--- src/rtl/wb_arbiter2.sv ---
// Purpose : two-master Wishbone arbiter (m0 = instruction bus, m1 = data bus) onto one slave,
//           round-robin on ties, per-strobe watchdog that terminates a hung access with err.
// Latency : grant 1 cycle after cyc rises in IDLE; request/response paths are combinational (0 cycles).
// Backpres: the slave stalls the granted master by withholding ack; the losing master waits on gnt.
//
// Ports
//   clk, rst          : single clock, asynchronous active-low reset
//   mN_cyc/stb/we/adr/dat/sel_i : master N request (N=0,1)
//   mN_dat_o/ack_o/err_o/gnt_o  : master N response and grant indication
//   s_cyc/stb/we/adr/dat/sel_o  : request to the shared slave
//   s_dat_i/ack_i/err_i         : slave response
module wb_arbiter2 #(
    parameter int ADW     = 30,
    parameter int DW      = 32,
    parameter int TIMEOUT = 255
) (
    input  logic            clk,
    input  logic            rst,

    input  logic            m0_cyc_i,
    input  logic            m0_stb_i,
    input  logic            m0_we_i,
    input  logic [ADW-1:0]  m0_adr_i,
    input  logic [DW-1:0]   m0_dat_i,
    input  logic [DW/8-1:0] m0_sel_i,
    output logic [DW-1:0]   m0_dat_o,
    output logic            m0_ack_o,
    output logic            m0_err_o,
    output logic            m0_gnt_o,

    input  logic            m1_cyc_i,
    input  logic            m1_stb_i,
    input  logic            m1_we_i,
    input  logic [ADW-1:0]  m1_adr_i,
    input  logic [DW-1:0]   m1_dat_i,
    input  logic [DW/8-1:0] m1_sel_i,
    output logic [DW-1:0]   m1_dat_o,
    output logic            m1_ack_o,
    output logic            m1_err_o,
    output logic            m1_gnt_o,

    output logic            s_cyc_o,
    output logic            s_stb_o,
    output logic            s_we_o,
    output logic [ADW-1:0]  s_adr_o,
    output logic [DW-1:0]   s_dat_o,
    output logic [DW/8-1:0] s_sel_o,
    input  logic [DW-1:0]   s_dat_i,
    input  logic            s_ack_i,
    input  logic            s_err_i
);

    localparam int CW = $clog2(TIMEOUT + 1);
    localparam logic [CW-1:0] TMO_VAL = CW'(TIMEOUT);

    typedef enum logic [1:0] {
        IDLE = 2'd0,
        GNT0 = 2'd1,
        GNT1 = 2'd2
    } state_t;

    state_t          state_q, state_d;
    logic            last_q, last_d;     // master granted most recently (0 or 1)
    logic [CW-1:0]   wdog_q, wdog_d;     // cycles the current strobe has waited
    logic            timeout;

    // Watchdog expiry: terminate the strobe this cycle with err to the owner.
    assign timeout = (state_q != IDLE) && (wdog_q == TMO_VAL);

    // Read data is broadcast; only ack/err are steered.
    assign m0_dat_o = s_dat_i;
    assign m1_dat_o = s_dat_i;

    // ---------------- state register ----------------
    always_ff @(posedge clk or negedge rst) begin
        if (!rst) begin
            state_q <= IDLE;
            last_q  <= 1'b0;
            wdog_q  <= '0;
        end else begin
            state_q <= state_d;
            last_q  <= last_d;
            wdog_q  <= wdog_d;
        end
    end

    // ---------------- next-state logic ----------------
    always_comb begin
        state_d = state_q;
        last_d  = last_q;
        unique case (state_q)
            IDLE: begin
                if (m0_cyc_i && m1_cyc_i) begin
                    // Tie: favour whoever did not own the bus last.
                    state_d = last_q ? GNT0 : GNT1;
                end else if (m0_cyc_i) begin
                    state_d = GNT0;
                end else if (m1_cyc_i) begin
                    state_d = GNT1;
                end
                if (state_d == GNT0) last_d = 1'b0;
                if (state_d == GNT1) last_d = 1'b1;
            end
            GNT0: if (!m0_cyc_i) state_d = IDLE;
            GNT1: if (!m1_cyc_i) state_d = IDLE;
            default: state_d = IDLE;
        endcase
    end

    // Watchdog next value. Any response, expiry, or loss of ownership restarts it.
    always_comb begin
        wdog_d = wdog_q;
        if (state_q == IDLE || state_d == IDLE) begin
            wdog_d = '0;
        end else if (s_ack_i || s_err_i || timeout) begin
            wdog_d = '0;
        end else if (s_stb_o) begin
            wdog_d = wdog_q + CW'(1);
        end
    end

    // ---------------- output logic ----------------
    always_comb begin
        s_cyc_o  = 1'b0;
        s_stb_o  = 1'b0;
        s_we_o   = 1'b0;
        s_adr_o  = '0;
        s_dat_o  = '0;
        s_sel_o  = '0;
        m0_ack_o = 1'b0;
        m0_err_o = 1'b0;
        m0_gnt_o = 1'b0;
        m1_ack_o = 1'b0;
        m1_err_o = 1'b0;
        m1_gnt_o = 1'b0;
        unique case (state_q)
            GNT0: begin
                s_cyc_o  = m0_cyc_i;
                s_stb_o  = m0_stb_i && !timeout;
                s_we_o   = m0_we_i;
                s_adr_o  = m0_adr_i;
                s_dat_o  = m0_dat_i;
                s_sel_o  = m0_sel_i;
                m0_ack_o = s_ack_i;
                m0_err_o = s_err_i || timeout;
                m0_gnt_o = 1'b1;
            end
            GNT1: begin
                s_cyc_o  = m1_cyc_i;
                s_stb_o  = m1_stb_i && !timeout;
                s_we_o   = m1_we_i;
                s_adr_o  = m1_adr_i;
                s_dat_o  = m1_dat_i;
                s_sel_o  = m1_sel_i;
                m1_ack_o = s_ack_i;
                m1_err_o = s_err_i || timeout;
                m1_gnt_o = 1'b1;
            end
            default: ; // IDLE: slave quiet, responses dropped
        endcase
    end

endmodule

--- config.mk ---
export PLATFORM = sky130hd
export DESIGN_NAME = wb_arbiter2
export DESIGN_NICKNAME = d
export VERILOG_FILES = /design/src/rtl/wb_arbiter2.sv
export SDC_FILE = /design/constraint.sdc
export NUM_CORES = 1
export LEC_CHECK = 0
export BUFFER_PORTS_ARGS = -buffer_cell sky130_fd_sc_hd__buf_2
export CORE_AREA = 5 5 117 119
export DETAILED_ROUTE_END_ITERATION = 12
export DIE_AREA = 0 0 122 124
export PLACE_DENSITY = 0.61
export SLEW_MARGIN = 20
export SYNTH_ARGS = -nofsm -noshare
export SYNTH_HDL_FRONTEND = slang
export SYNTH_SLANG_ARGS = --single-unit
--- constraint.sdc ---
create_clock -name clk -period 3.7 [get_ports clk]
set_input_delay 0.185 -clock clk [delete_from_list [all_inputs] [get_ports clk]]
set_output_delay 0.185 -clock clk [all_outputs]
set_load 0.02 [all_outputs]
* After elaboration in Yosys (flattened, before gate mapping)
Cells that the tools add are included.
** Storage, ports and cells
- Register bits :: 11
- Output and inout port bits :: 139
** Cells by class
- Add/sub/neg operators :: 1
- Eq/ne operators :: 5
- Multiplexer cells :: 25
- Reduce and logical (&&, ||, !) cells :: 15
** Operators with widths (count)
- one-hot mux 32 bit (2 select lines) :: 1
- one-hot mux 30 bit (2 select lines) :: 1
- two-way mux 8 bit :: 3
- two-way mux 2 bit :: 7
- adder 8 x 1 -> 8 bit, second input constant :: 1
- == test 8 bit, second input constant :: 1
- two-way mux 1 bit :: 8
- one-hot mux 4 bit (2 select lines) :: 1
- one-hot mux 1 bit (2 select lines) :: 3
- one-hot mux 2 bit (3 select lines) :: 1
- == test 2 x 1 -> 1 bit, second input constant :: 2
- == test 2 bit, second input constant :: 2
- logical AND 1 bit :: 4
- zero test 2 bit :: 2
- logical OR 1 bit :: 4
- nonzero test 2 bit :: 2
- nonzero test 3 bit :: 1
- AND reduction 2 bit :: 1
- zero test 1 bit :: 1

* Longest topological paths before layout
Gate-level depths: netlist (run 1).
- Word-level depth :: 8
- Gate-level depth with buffers :: 7

* Worst setup path before layout (run 1)
Ideal clock, no wire load.
- Kind :: register to output
- From :: register state_q[1]
- To :: output s_adr_o[11]
- Arrival :: 1.947 ns
- Path slack :: 1.568 ns
- Stages on the path, launching flop included :: 8
- Path buffers :: 3
- Path through :: dfrtp_1 inv_1 ha_1 clkbuf_1 clkbuf_1 clkbuf_1 a22oi_1 nor2_1
** Between the ends
- Longest elaborated chain between the ends :: 2
- Elaborated cells on any way between the ends :: 3
- Classes of those cells :: eq/ne: 2; mux: 1
** RTL lines
- start: declaration :: RTL line 62 : state_t state_q, state_d;
- start signal: assignment :: RTL line 81 : state_q <= state_d;
- == test 2 bit or == test 2 x 1 -> 1 bit (tied branches) :: RTL line 136 : unique case (state_q)
- one-hot mux 30 bit (2 select lines) (*) :: RTL line 136
- end: declaration :: RTL line 45 : output logic [ADW-1:0] s_adr_o,
Every way passes the cells marked *; elsewhere a longest branch is shown, timed or not.

* Worst setup path in the final report (run 1)
- From :: register state_q[0]
- To :: output s_dat_o[5]
** Between the ends
- Longest elaborated chain between the ends :: 2
- Elaborated cells on any way between the ends :: 3
- Classes of those cells :: eq/ne: 2; mux: 1
** RTL lines
- == test 2 bit or == test 2 x 1 -> 1 bit (tied branches) :: RTL line 136
- one-hot mux 32 bit (2 select lines) (*) :: RTL line 136
- end: declaration :: RTL line 46 : output logic [DW-1:0] s_dat_o,
Marked as above.

==> results_dict.tcl, run 1 <==
set metrics [dict create \
    status "complete, no violations" \
    grt_max_degree 72 \
    drive_gt1_share_pct 53.5 \
    cp_data_required_time_ps 3510 \
    grt_pass1_wl_mm 11.7 \
    cts_sinks 11 \
    clockRootBuffer "clkbuf_16" \
    track_usage_pct 9.43 \
    worst_path_max_delay_cell "inv_2" \
    syn_area_um2 2040 \
    synth_seq_cells 11 \
    synth_top_cell_area_share_pct 25.0 \
    p_sw_mw 1.17 \
    period_minus_slack_ps 2560 \
    core_um2 12500 \
    rsz0062_at_grt "no" \
    end_kind "output port" \
    cts_buffers 3 \
    antenna_cells 0 \
    routed_wl_mm 8.38 \
    fillers 1438 \
    pwr-share-seq_pct 7.8 \
    firstDrtPassIters 4 \
    critical_path.n_buffers_inverters 4 \
    grt_pass1_vias 2298 \
    cp_max_fo 35 \
    synth_nets 474 \
    numPortBuffers 216 \
    num_vias 2524 \
    row_count 41 \
    synth_cells 294 \
    final_common_cell "buf_2" \
    slew_headroom_pct 51.0 \
    hpwl_mm 6.67 \
    seq_area_frac_synth_pct 13.5 \
    p_per_area_nw_per_um2 683 \
    yosysWarnings 0 \
    area_growth_pct 41.7 \
    avgViaCountPerCell 4.18 \
    cpPeakStageDelay_ps 470 \
    synth.distinct_cells 33 \
    p_int_uw 804 \
    final_hold_viol_count 0 \
    route.antenna.remaining_nets 0 \
    final_nets 613 \
    synthTopCellsByArea "a22oi_1, buf_4, dfrtp_1" \
    place.gp.congestion 0.771 \
    finalPower_mw 1.97 \
    initial_utilization_pct 16.4 \
    p_leak_nw 1.53 \
    swShare_pct 59.2 \
    clockBufferDepth 2 \
    overflow 0 \
    hold_path.class "input pin to async pin" \
    start_kind "flip-flop" \
    final_cell_count_no_fill 604 \
    clk_latency_ps 240 \
    final_cell_mix "buf_2, nor2_1, a22oi_1" \
    p_clk_share_pct 10.3 \
    dpl.cell_count 599 \
    antenna_found_initial 0 \
    max-cap-violations 0 \
    die_y_um 124 \
    ir_worst_vdd_mv 0.504 \
    syn_avg_cell_area_um2 6.94 \
    finalCritPeriodShare_pct 69.3 \
    wire_per_inst_um 13.9 \
    postCtsResizedCells 0 \
    die_w_um 122 \
    worstPathArrival_ps 2380 \
    postCtsSetupBuffers 0 \
    combPwrFrac_pct 81.9 \
    io_pins 313 \
    die_area_um2 15100 \
    drtIter0Drc 158 \
    finalSetupTns_ps 0 \
    setup-violations-final 0 \
    worstMarginPinSlew_ps 735 \
    slew_violations 0 \
    cts_htree_levels 1 \
    worstSetupPathType "flip-flop to output port" \
    clk_pin_slew_ps 40 \
    yosysTopAreaCell "a22oi_1" \
    worst_clock_skew_ps 3.03 \
    drc 0 \
    fmax_mhz 390 \
    cts_tree "built" \
    path_cells "inv_1 -> ha_1 -> inv_2 -> buf_4 -> nor2_1 -> buf_2" \
    path_delay_family "buffers and inverters" \
]
## power groups by stage
stage	registers (mW)	clock network (mW)	logic, mW
2_1_floorplan	0.151	0	1.22
3_3_place_gp	0.156	0	1.64
3_5_place_dp	0.156	0	1.63
4_1_cts	0.154	0.207	1.64
5_1_grt	0.158	0.213	1.77
6_report	0.155	0.203	1.62
## logic make-up after synthesis
| family | after synthesis | share of synthesized area, % |
|---|---|---|
| flops | 11 | 13.5 |
| xor+xnor | 4 | 1.72 |
| fa+ha+maj | 6 | 3.68 |
| mux | 3 | 1.53 |
| compound gates | 86 | 31.4 |
| simple gates | 93 | 19.4 |
| buf+inv | 91 | 28.7 |
## cell type report
cell class              instances  area, um^2  area share [%]
flip-flops and latches         11         275            9.52
clock inverters                 1        5.00           0.173
inverters                       4        15.0           0.519
repair buffers                221        1120            38.8
clock buffers                   3        75.1            2.60
well taps                     172         215            7.45
multi-input cells             192        1180            41.0
## layer usage
metal / track usage, % / vias to the layer above / wire [um]
met5: 0 / - / 0
met4: 2.52 / 0 / 95
met3: 1.86 / 17 / 824
met2: 16.8 / 140 / 4240
met1: 11.6 / 1111 / 3220
li1: - / 1256 / -
## synthesized netlist by cell type
master and count:
nor2_1 73, a22oi_1 68, buf_4 65, clkbuf_1 18, dfrtp_1 11, ha_1 6, a21oi_1 5, buf_1 4
inv_1 4, nand2_1 4, o21ai_0 4, and2_1 3, nor2b_1 3, mux2i_1 2, nand3_1 2, nand4_1 2
or3_1 2, xnor2_1 2, xor2_1 2, a2111oi_0 1, a211o_1 1, a211o_4 1, a211oi_1 1, a21bo_2 1
a22o_1 1, and4_1 1, and4b_4 1, mux2_2 1, nor3_1 1, o2111ai_1 1, o211ai_1 1, o31ai_1 1
or4_1 1
## per-stage QoR
step | cell area, um^2 | setup WS [ps] | utilization, % | hold slack, ps
2_1_floorplan | 2040 | 1570 | - | -111
3_3_place_gp | 2800 | 1390 | 22.5 | 75.4
3_5_place_dp | 2800 | 1360 | 22.5 | 72.1
4_1_cts | 2890 | 1100 | 23.2 | 344
5_1_grt | 2890 | 960 | 23.2 | 370
6_report | 2890 | 1140 | 23.2 | 338
## registers in the layout (all words and copies together), names as in the netlist
| register | count |
|---|---|
| state_q | 2 |
| wdog_q | 8 |
| last_q | 1 |
## repair_timing
item	in CTS	in global routing
hold endpoints to repair	11	0
hold buffers	1	0
endpoints found under the setup margin	0	0
## worst paths after layout
path | endpoint | from | cells past startpoint | slack, ps
setup / recovery | s_dat_o[5] | state_q[0] | 6 | 1140
max in group asynchronous | last_q | rst | 2 | 3140
setup reg to reg | wdog_q[4] | state_q[0] | 6 | 1420
min in group clk | state_q[0] | m0_cyc_i | 3 | 350
hold reg to reg | last_q | last_q | 1 | 520
hold / removal | wdog_q[1] | rst | 2 | 340
No activity file was read; power rests on OpenSTA's default activity.
==> inputs of run 2 (changes only) <==
--- a/config.mk
+++ b/config.mk
@@ -6,10 +6,10 @@
 export NUM_CORES = 1
 export LEC_CHECK = 0
 export BUFFER_PORTS_ARGS = -buffer_cell sky130_fd_sc_hd__buf_2
-export CORE_AREA = 5 5 117 119
+export CORE_AREA = 5 5 120 122
 export DETAILED_ROUTE_END_ITERATION = 12
-export DIE_AREA = 0 0 122 124
-export PLACE_DENSITY = 0.61
+export DIE_AREA = 0 0 125 127
+export PLACE_DENSITY = 0.6
 export SLEW_MARGIN = 20
 export SYNTH_ARGS = -nofsm -noshare
 export SYNTH_HDL_FRONTEND = slang
==> constraint.sdc (replaced) <==
create_clock -name clk -period 2.2 [get_ports clk]
set_input_delay 0.11 -clock clk [delete_from_list [all_inputs] [get_ports clk]]
set_output_delay 0.11 -clock clk [all_outputs]
set_load 0.02 [all_outputs]
==> run 2 against run 1 <==
Effect of this change:
- combinational power up 77%
- die area up 4.9%
- sequential power up 60%
- final area up 1.9%
- largest cell class unchanged
==> results_dict.tcl, run 2 (same netlist as run 1, synthesis figures left out) <==
set metrics [dict create \
    status "complete, no violations" \
    drive_gt1_share_pct 53.5 \
    dpl.cell_count 606 \
    cp_max_fo 7 \
    fmax_mhz 494 \
    worstSetupPathType "flip-flop to flip-flop" \
    antenna_cells 0 \
    grt_max_degree 68 \
    finalSetupTns_ps 0 \
    area_growth_pct 44.5 \
    drc 0 \
    worstMarginPinSlew_ps 535 \
    period_minus_slack_ps 2030 \
    cts_tree "built" \
    grt_pass1_wl_mm 13.5 \
    multi_input_area_um2 1180 \
    top_regs "wdog_q (8), state_q (2), last_q (1)" \
    place.gp.congestion 0.813 \
    postPlaceCellArea_um2 2870 \
    cts_sinks 11 \
    antenna_found_initial 0 \
    setup_slack_ps 174 \
    firstDrtPassIters 4 \
    final_nets 615 \
    initial_utilization_pct 15.6 \
    core_um2 13100 \
    route.antenna.remaining_nets 0 \
    rsz0062_at_grt "no" \
    slew_violations 0 \
    die_w_um 125 \
    slew_headroom_pct 63.4 \
    postCtsResizedCells 0 \
    final_common_cell "buf_2" \
    clockBufferDepth 2 \
    hold_path.class "input pin to output port" \
    pre_cts_ws_ps 198 \
    final_cell_mix "buf_2, nor2_1, a22oi_1" \
    finalPower_mw 3.46 \
    hpwl_mm 7.51 \
    row_count 42 \
    worst_clock_skew_ps 6.74 \
    top_register "wdog_q" \
    worstPathArrival_ps 2190 \
    finalCritPeriodShare_pct 92.1 \
    drtIter0Drc 125 \
    numPortBuffers 216 \
    ir_worst_vdd_mv 0.765 \
    die_y_um 127 \
    design_area_um2 2950 \
    largest_reg_flops 8 \
    die_area_um2 15900 \
    track_usage_pct 10.2 \
    final_hold_viol_count 0 \
    end_kind "flip-flop" \
    cp_data_required_time_ps 2370 \
    setup-violations-final 0 \
    max-cap-violations 0 \
    avgViaCountPerCell 4.30 \
    regArea_um2 275 \
    p_per_area_nw_per_um2 1170 \
    clk_pin_slew_ps 50 \
    grt_pass1_vias 2550 \
    clockRootBuffer "clkbuf_16" \
    final_cell_count_no_fill 610 \
    num_vias 2622 \
    io_pins 313 \
    clk_latency_ps 250 \
    overflow 0 \
    fillers 1470 \
    wire_per_inst_um 15.1 \
    p_leak_nw 1.55 \
    start_kind "flip-flop" \
    cts_buffers 3 \
    cts_htree_levels 1 \
    routed_wl_mm 9.22 \
]
run 2: cell types whose count changed in the layout (fill, tap and decap cells not counted), sizes merged:
cell and delta:
buf +2, clkbuf +1, clkinv -1
run 2: area by class of cell:
cell class	instances	share of cell area, %
Multi-Input combinational cell	192	40.2
Timing Repair Buffer	223	39.8
Sequential cell	11	9.34
Tap cell	176	7.47
Clock buffer	4	2.68
Inverter	4	0.510
run 2: worst paths after layout:
| path | from | to | slack [ps] | cells after the start |
|---|---|---|---|---|
| min reg2reg | last_q | last_q | 520 | 1 |
| max in group asynchronous | rst | wdog_q[5] | 1700 | 2 |
| max | state_q[1] | wdog_q[6] | 170 | 6 |
| min | s_dat_i[13] | m0_dat_o[13] | 220 | 0 |
| min in group asynchronous | rst | state_q[1] | 280 | 2 |
| max reg2reg | state_q[1] | wdog_q[6] | 170 | 6 |
run 2: report_power, final:
| part | leakage (nW) | internal, mW | switching, mW |
|---|---|---|---|
| combinational | 1.36 | 0.979 | 1.89 |
| sequential | 0.150 | 0.229 | 0.0190 |
| clock | 0.0382 | 0.244 | 0.0995 |
run 2: worst max-delay path, cell delays in order (launching register included):
cell and delay [ps]:
dfrtp_1 420, inv_1 120, ha_1 240, and4b_4 250
a211o_4 370, or4_1 400, a21oi_1 150
run 2: metal layers:
| layer | share of wire (%) | vias up | track usage, % |
|---|---|---|---|
| li1 | - | 1264 | - |
| met1 | 38 | 1191 | 11.5 |
| met2 | 51 | 146 | 18.5 |
| met3 | 8.6 | 21 | 2.42 |
| met4 | 2.8 | 0 | 3.76 |
| met5 | 0 | - | 0 |
run 2: metrics by stage:
stage                     hold slack [ps]  utilization [%]
after floorplan                      -186                -
after global placement               1.93             21.9
after detailed placement             6.66             21.9
after CTS                             220             22.6
after global routing                  220             22.5
final                                 220             22.5
run 2: timing repair:
item | 4_1_cts | 5_1_grt
setup endpoints to repair | 0 | 4
hold buffers | 1 | 0
endpoints found under the hold margin | 11 | 0
setup buffers | 0 | 0
